--- src/rtl/pll_reset_seq.sv ---
// Sequences the design reset from PLL lock: synchronize, qualify, settle, release in the PLL clock domain.
// Define PLL_RESET_LOSSCOUNT_EN to add the 8-bit saturating loss_count register and port.
module pll_reset_seq #(
   parameter int unsigned LOCK_CYCLES = 1024,
   parameter int unsigned HOLD_CYCLES = 16,
   parameter int unsigned CNT_W       = 16
) (
   input  logic       clock,
   input  logic       reset,
   input  logic       lock_in,
   output logic       rst_out,
   output logic       ready,
   output logic [2:0] state_out
`ifdef PLL_RESET_LOSSCOUNT_EN
   ,
   output logic [7:0] loss_count
`endif
);

   typedef enum logic [2:0] {
      WAIT_LOCK = 3'd0,
      QUALIFY   = 3'd1,
      SETTLE    = 3'd2,
      RUN       = 3'd3,
      LOST      = 3'd4
   } state_e;

   localparam logic [CNT_W-1:0] LOCK_LAST = CNT_W'(LOCK_CYCLES - 1);
   localparam logic [CNT_W-1:0] HOLD_LAST = CNT_W'(HOLD_CYCLES - 1);

   state_e           state_q, state_d;
   logic [CNT_W-1:0] cnt_q, cnt_d;
   logic             sync1_q, sync1_d;
   logic             lock_s_q, lock_s_d;
   logic             rst_out_q, rst_out_d;
   logic             ready_q, ready_d;
`ifdef PLL_RESET_LOSSCOUNT_EN
   logic [7:0]       loss_q, loss_d;
`endif

   // Next state; loss of lock wins over a counter reaching its terminal value.
   always_comb begin
      state_d  = state_q;
      cnt_d    = cnt_q;
      sync1_d  = lock_in;
      lock_s_d = sync1_q;
      case (state_q)
         WAIT_LOCK: begin
            cnt_d = '0;
            if (lock_s_q) state_d = QUALIFY;
         end
         QUALIFY: begin
            if (!lock_s_q) begin
               state_d = WAIT_LOCK;
               cnt_d   = '0;
            end else if (cnt_q == LOCK_LAST) begin
               state_d = SETTLE;
               cnt_d   = '0;
            end else begin
               cnt_d = cnt_q + CNT_W'(1);
            end
         end
         SETTLE: begin
            if (!lock_s_q) begin
               state_d = LOST;
               cnt_d   = '0;
            end else if (cnt_q == HOLD_LAST) begin
               state_d = RUN;
               cnt_d   = '0;
            end else begin
               cnt_d = cnt_q + CNT_W'(1);
            end
         end
         RUN: begin
            cnt_d = '0;
            if (!lock_s_q) state_d = LOST;
         end
         LOST: begin
            cnt_d   = '0;
            state_d = WAIT_LOCK;
         end
         default: begin
            cnt_d   = '0;
            state_d = WAIT_LOCK;
         end
      endcase

      rst_out_d = (state_d != RUN);
      ready_d   = (state_d == RUN);

`ifdef PLL_RESET_LOSSCOUNT_EN
      loss_d = loss_q;
      if ((state_d == LOST) && (state_q != LOST) && (loss_q != 8'hFF))
         loss_d = loss_q + 8'd1;
`endif
   end

   always_ff @(posedge clock or posedge reset) begin
      if (reset) begin
         state_q   <= WAIT_LOCK;
         cnt_q     <= '0;
         sync1_q   <= 1'b0;
         lock_s_q  <= 1'b0;
         rst_out_q <= 1'b1;
         ready_q   <= 1'b0;
`ifdef PLL_RESET_LOSSCOUNT_EN
         loss_q    <= 8'd0;
`endif
      end else begin
         state_q   <= state_d;
         cnt_q     <= cnt_d;
         sync1_q   <= sync1_d;
         lock_s_q  <= lock_s_d;
         rst_out_q <= rst_out_d;
         ready_q   <= ready_d;
`ifdef PLL_RESET_LOSSCOUNT_EN
         loss_q    <= loss_d;
`endif
      end
   end

   assign rst_out   = rst_out_q;
   assign ready     = ready_q;
   assign state_out = state_q;
`ifdef PLL_RESET_LOSSCOUNT_EN
   assign loss_count = loss_q;
`endif

endmodule

--- config.mk ---
export PLATFORM = sky130hd
export DESIGN_NAME = pll_reset_seq
export DESIGN_NICKNAME = d
export VERILOG_FILES = /design/src/rtl/pll_reset_seq.sv
export SDC_FILE = /design/constraint.sdc
export NUM_CORES = 1
export LEC_CHECK = 0
export BUFFER_PORTS_ARGS = -buffer_cell sky130_fd_sc_hd__buf_4
export CAP_MARGIN = 20
export CORE_AREA = 3 3 54 56
export DETAILED_ROUTE_END_ITERATION = 10
export DIE_AREA = 0 0 57 59
export GPL_TIMING_DRIVEN = 0
export MAX_ROUTING_LAYER = met4
export PLACE_DENSITY = 0.72
export SKIP_CTS_REPAIR_TIMING = 1
export SYNTH_ARGS = -nofsm -noshare
export SYNTH_HDL_FRONTEND = slang
export SYNTH_SLANG_ARGS = --single-unit
export TNS_END_PERCENT = 100
--- constraint.sdc ---
create_clock -name clock -period 5.89 [get_ports clock]
set_input_delay 0.589 -clock clock [delete_from_list [all_inputs] [get_ports clock]]
set_output_delay 0.589 -clock clock [all_outputs]
set_load 0.1 [all_outputs]
==> reports/metrics.csv, run 1 <==
stage;metric;value;unit
status;status;completed;
worst_setup_path;Bufs and invs on worst path;1;
routing;Vias/cell;5.500;
hold_path;Hold Crit Class;flop to flop;
routing;routed wl met3;55;um
synth;cell area after synthesis;1091;um^2
sta;unrepaired setup endpoints after global routing;no;
routing;WL met2;963;um
sta;fmax;0.4708;GHz
global_routing;initial antenna violation count;0;
routing;Final ANT Viol Nets;0;
clock_tree;Max Root-Sink Buffers;2;
worst_setup_path;crit path max fanout;10;
hold_path;HP Start;lock_s_d;
synth;Mapped Cells;101;
global_routing;vias in the first global route;771;
pwr;Leak Pwr;0.0004575;uW
synth;top-count cell post-synth;dfrtp_1;
place;DP HPWL;1452;um
sta;setup violators final;0;
clock_tree;CTS Sinks;23;
worst_setup_path;CP startpoint;cnt_q[0];
synth;count of unique library cells instantiated by Yosys;27;
synth;Avg Inst Size Synth;10.80;um^2
finish;Antenna diodes;0;
worst_setup_path;R2R Setup Slk;3.77;ns
synth;share of the synthesized area in the top cell type;50.46;%
sta;max-slew violation count;0;
routing;violation count after the first detailed-route iteration;15;
worst_setup_path;CP max stage delay;0.56;ns
clock_tree;TritonCTS buffer count;3;
routing;routed len/inst;13.87;um
finish;layout cell share with drive strength beyond 1;15.18;%
floorplanning;Initial Util;44.04;%
hold_path;WHS Endpoint;lock_s_q;
place;GPL Wtd Cong;0.8583;
sta;fin crit period;2.124;ns
finish;P&R area growth vs syn;10.67;%
synth;Most used DFF post-synth;dfrtp_1;
flow_run;maxcap violations;0;
sta;clk_skew;0.003043;ns
routing;1st-pass router iterations;4;
worst_setup_path;CP required;6.07;ns
worst_setup_path;CP max stage cell;or4b_4;
routing;overall via count from detail_route;781;
clock_tree;clock slew at reported path FFs;0.11;ns
sta;Rel. slew slack;44.53;%
sta;setup TNS;0;ns
floorplanning;Die X;57;um
floorplanning;die footprint;3363;um^2
routing;M1 WL;918;um
global_routing;GRT overflow;0;
synth;Post-synth EDFFs;0;
worst_setup_path;CP startpoint kind;flop;
sta;slew of the pin with the lowest slew margin;0.8311;ns
synth;Yosys Warn Count;0;
clock_tree;CTS tree;done;
worst_setup_path;R2R depth;6;
synth;ys async rst share;100.0;%
worst_setup_path;crit path kind;flop to flop;
synth;Yosys top cell by area;dfrtp_1;
finish;Layout Nets;117;
sta;final hold slack;0.3639;ns
sta;endpoints failing hold;0;
synth;main area contributors after synthesis;dfrtp_1 (50%), xnor2_1 (10%), a21oi_1 (7.3%);
worst_setup_path;critical path cell sequence;ha_1 > nand3_2 > or4b_4 > o31ai_4 > buf_6 > a21oi_1;
floorplanning;total core area;2477;um^2
worst_setup_path;Crit. End Element;flop;
clock_tree;H-tree Lvls;1;
synth;Syn Nets;105;
worst_setup_path;crit-path leading delay family;simple AND/OR/NAND/NOR gates;
pwr;Pwr Density;200.7;nW/um^2
global_routing;largest net degree at the start of global routing;24;
routing;highest routing layer actually used;met4;
synth;top cells by count, synth;dfrtp_1 (22), a21oi_1 (16), xnor2_1 (13), inv_1 (8), nor4_1 (6);
pwr;peak supply drop;0.1607;mV
synth;Yosys reg bits;23;
worst_setup_path;Worst R2R Start;cnt_q[0];
routing;Post-Route WL;1970;um
clock_tree;Clock Tree Root;clkbuf_4;
floorplanning;Die H;59;um
worst_setup_path;FF-to-FF End;cnt_q[14];
clock_tree;Clock Latency Late Sink;0.30;ns
floorplanning;Rows;18;
synth;register area share after synthesis;52.87;%
hold_path;worst hold path depth;0;
global_routing;Tot GR Track Use;13.94;%
sta;fin crit share;36.06;%
floorplanning;# IOs;8;
worst_setup_path;Crit path arrival time;2.31;ns
routing;Remaining DRCs;0;
place;IO Port Bufs;7;
global_routing;first-pass GRT wire length;3532;um
[worst max-delay path by stage]
stage | end | slack [ns] | depth (start not counted)
2_1_floorplan | cnt_q[10] | 3.99 | 5
3_3_place_gp | cnt_q[6] | 3.82 | 6
3_5_place_dp | cnt_q[14] | 3.79 | 6
4_1_cts | cnt_q[14] | 3.78 | 6
5_1_grt | cnt_q[6] | 3.60 | 6
6_report | cnt_q[14] | 3.77 | 6
[layer usage]
metal  vias to the layer above  global-route usage (%)
met5                         -                       -
met4                         0                   6.291
met3                         6                   3.050
met2                        11                   21.70
met1                       381                   17.51
li1                        383                       -
[stage by stage]
stage                     utilization (%)  setup WS (ns)  instances  total power (uW)  instance area, um^2
final                               48.74          3.766        142             242.4                 1207
after global routing                48.74          3.600        142             253.4                 1207
after CTS                           48.74          3.775        142             247.7                 1207
after detailed placement            47.68          3.794        138             176.5                 1181
after global placement              47.68          3.816        138             175.9                 1181
after floorplan                         -          3.991        101             172.7                 1091
[state kept, by name (all words and copies together), names as in the netlist]
name	count
cnt_q	16
state_out	3
lock_s_d	1
lock_s_q	1
ready	1
rst_out	1
[placed cells by master, fill, tap and decap left out, types with 2 or more instances in the layout]
cell type and n:
a21oi_1 16, buf_4 7, clkbuf_1 2, clkbuf_4 3
dfrtp_1 22, inv_1 8, nand2_1 4, nand3_1 4
nand4_1 2, nor2_1 5, nor3_1 4, nor4_1 6
xnor2_1 13
[layout make-up]
cell class | instances | area, um^2
buffer | 2 | 15.01
clock buffer | 4 | 26.28
fill | 252 | 1270
inverter | 8 | 30.03
multi-input combinational | 68 | 469.2
sequential | 23 | 576.8
tap | 30 | 37.54
timing repair buffer | 7 | 52.55
[kinds of logic after synthesis]
| kind of cell | count (synthesis) | share of synthesized area, % |
|---|---|---|
| and+or+nand+nor | 33 | 18.81 |
| DFF | 23 | 52.87 |
| AOI/OAI and AO/OA | 20 | 11.81 |
| xor gates and xnor gates | 14 | 11.24 |
| buffers and inverters | 10 | 4.128 |
| adders and majority gates | 1 | 1.147 |
[power by group]
part	switching (uW)	total [uW]	internal [uW]	leakage (uW)
combinational	8.54	12.1	3.58	0.000133
clock	42.7	69.1	26.4	0.0000150
sequential	1.54	161	160	0.000310
(Power assumes the default switching activity.)
==> run 2: changes to the inputs <==
==> constraint.sdc (replaced) <==
create_clock -name clock -period 2.1 [get_ports clock]
set_input_delay 0.21 -clock clock [delete_from_list [all_inputs] [get_ports clock]]
set_output_delay 0.21 -clock clock [all_outputs]
set_load 0.1 [all_outputs]
==> reports/metrics.csv, run 2 (synthesis results as in run 1) <==
stage;metric;value;unit;change
status;status;completed;;unchanged
finish;register area;578.1;um^2;was 576.8 um^2
finish;P&R area growth vs syn;17.20;%;was 10.67%
routing;Remaining DRCs;0;;unchanged
hold_path;Hold Crit Class;input port to asynchronous set/reset pin;;was flop to flop
worst_setup_path;crit path kind;flop to flop;;unchanged
finish;Layout Nets;123;;was 117
clock_tree;H-tree Lvls;1;;unchanged
sta;setup TNS;0;ns;unchanged
routing;routed len/inst;14.42;um;was 13.87 um
floorplanning;# IOs;8;;unchanged
finish;design area;1279;um^2;was 1207 um^2
worst_setup_path;crit-path leading delay family;simple AND/OR/NAND/NOR gates;;unchanged
sta;fin crit share;96.83;%;was 36.06%
finish;max reg flops;16;;unchanged
routing;overall via count from detail_route;815;;was 781
finish;Fill cells;247;;was 252
worst_setup_path;worst setup path end;cnt_q[14];;unchanged
floorplanning;Initial Util;44.04;%;unchanged
worst_setup_path;CP max stage cell;or4b_4;;unchanged
worst_setup_path;CP max stage delay;0.52;ns;was 0.56 ns
routing;violation count after the first detailed-route iteration;8;;was 15
place;GPL Wtd Cong;0.8583;;unchanged
pwr;Int Power;539.5;uW;was 189.5 uW
global_routing;initial antenna violation count;0;;unchanged
clock_tree;Max Root-Sink Buffers;2;;unchanged
routing;Vias/cell;5.507;;was 5.500
clock_tree;TritonCTS buffer count;3;;unchanged
clock_tree;clock slew at reported path FFs;0.12;ns;was 0.11 ns
place;IO Port Bufs;7;;unchanged
worst_setup_path;FF-to-FF End;cnt_q[14];;unchanged
sta;max-slew violation count;0;;unchanged
worst_setup_path;R2R depth;6;;unchanged
pwr;Leak Pwr;0.0004886;uW;was 0.0004575 uW
worst_setup_path;CP startpoint kind;flop;;unchanged
floorplanning;die footprint;3363;um^2;unchanged
sta;slew of the pin with the lowest slew margin;0.8514;ns;was 0.8311 ns
sta;endpoints failing hold;0;;unchanged
floorplanning;Rows;18;;unchanged
finish;most common cell after layout, fill and taps aside;dfrtp_1;;unchanged
worst_setup_path;CP required;2.28;ns;was 6.07 ns
place;Placement Setup Slack;0.004301;ns;was 3.794 ns
worst_setup_path;Crit path arrival time;2.22;ns;was 2.31 ns
sta;fmax;0.4918;GHz;was 0.4708 GHz
clock_tree;Clock Tree Root;clkbuf_4;;unchanged
pwr;Clock Power Share;28.2;%;was 28.5%
worst_setup_path;R2R Setup Slk;0.07;ns;was 3.77 ns
finish;area of the multi-input gates;488.0;um^2;was 469.2 um^2
routing;Post-Route WL;2134;um;was 1970 um
global_routing;GRT overflow;0;;unchanged
worst_setup_path;crit path max fanout;6;;was 10
finish;layout cell share with drive strength beyond 1;20.34;%;was 15.18%
sta;clk_skew;0.003185;ns;was 0.003043 ns
floorplanning;Die X;57;um;unchanged
routing;Final ANT Viol Nets;0;;unchanged
worst_setup_path;Crit. End Element;flop;;unchanged
sta;setup violators final;0;;unchanged
pwr;Sw Share;22.13;%;was 21.80%
pwr;Pwr Density;541.8;nW/um^2;was 200.7 nW/um^2
global_routing;first-pass GRT wire length;3532;um;unchanged
worst_setup_path;critical path cell sequence;nor4_4 > or4b_4 > o31ai_4 > buf_4 > buf_6 > a21oi_1;;was ha_1 > nand3_2 > or4b_4 > o31ai_4 > buf_6 > a21oi_1
pwr;Seq pwr share;65.2;%;was 66.5%
sta;fin crit period;2.033;ns;was 2.124 ns
flow_run;maxcap violations;0;;unchanged
pwr;NetSw;153.3;uW;was 52.82 uW
finish;Core Util, Final;51.62;%;was 48.74%
place;DP HPWL;1452;um;unchanged
sta;Rel. slew slack;43.18;%;was 44.53%
global_routing;vias in the first global route;771;;unchanged
sta;final worst setup slack;0.06659;ns;was 3.766 ns
floorplanning;total core area;2477;um^2;unchanged
place;Cell Area, Placed;1181;um^2;unchanged
finish;Antenna diodes;0;;unchanged
clock_tree;CTS Sinks;23;;unchanged
worst_setup_path;critical path depth in cells;6;;unchanged
clock_tree;Clock Latency Late Sink;0.30;ns;about the same
worst_setup_path;Bufs and invs on worst path;2;;was 1
worst_setup_path;CP startpoint;cnt_q[11];;was cnt_q[0]
pwr;peak supply drop;0.4603;mV;was 0.1607 mV
finish;commonest non-fill, non-tap cells in the layout;dfrtp_1 (21), a21oi_1 (16), xnor2_1 (13), buf_4 (11), inv_1 (8);;was dfrtp_1 (22), a21oi_1 (16), xnor2_1 (13), inv_1 (8), buf_4 (7)
finish;Reg with most FFs;cnt_q;;unchanged
routing;1st-pass router iterations;4;;unchanged
pwr;Gate power share;6.6;%;was 5.0%
clock_tree;CTS tree;done;;unchanged
worst_setup_path;Worst R2R Start;cnt_q[11];;was cnt_q[0]
floorplanning;Die H;59;um;unchanged
global_routing;largest net degree at the start of global routing;24;;unchanged
global_routing;Tot GR Track Use;13.94;%;unchanged
==> run 2: changes by cell type in the layout (fill, tap and decap cells not counted) <==
cell	change
nand3_4	+1
nor4_2	-1
buf_6	+1
nor4_4	+1
nand3_2	-1
buf_4	+4
dfrtp_1	-1
ha_2	+1
ha_1	-1
dlygate4sd3_1	+1
dfrtp_2	+1
==> run 2: power groups by stage <==
stage | logic (uW) | clock network [uW] | registers [uW]
floorplan | 18.0 | 0 | 466
global placement | 33.7 | 0 | 460
detailed placement | 35.0 | 0 | 460
CTS | 35.1 | 208 | 452
global route | 49.3 | 218 | 453
finish | 45.4 | 196 | 452
==> run 2: metal layers <==
layer	share of wire [%]	vias to the layer above	GRT usage, %
met5	0	-	-
met4	2.5	0	6.291
met3	2.5	8	3.050
met2	50	13	21.70
met1	45	399	17.51
li1	-	395	-
==> run 2: metrics by stage <==
stage / hold slack (ns) / std cells / power (uW)
3_5_place_dp: 0.3221 / 138 / 495.1
6_report: 0.07633 / 148 / 692.8
2_1_floorplan: 0.2112 / 101 / 484.4
4_1_cts: -0.003970 / 142 / 694.9
3_3_place_gp: 0.3212 / 138 / 493.4
5_1_grt: 0.1259 / 148 / 719.9
==> run 2: worst min path at each step <==
stage | startpoint | end | slack [ns]
2_1_floorplan | reset | cnt_q[0] | 0.21
4_1_cts | lock_in | lock_s_d | -0.004
6_report | reset | cnt_q[9] | 0.08
3_3_place_gp | lock_in | lock_s_d | 0.32
5_1_grt | reset | cnt_q[4] | 0.13
3_5_place_dp | lock_in | lock_s_d | 0.32
==> run 2: final cells by class <==
class / count / share of cell area (%)
Inverter: 8 / 2.348
Multi-Input combinational cell: 68 / 38.16
Tap cell: 30 / 2.935
Clock buffer: 4 / 2.055
Buffer: 2 / 1.174
Timing Repair Buffer: 13 / 8.121
Sequential cell: 23 / 45.21
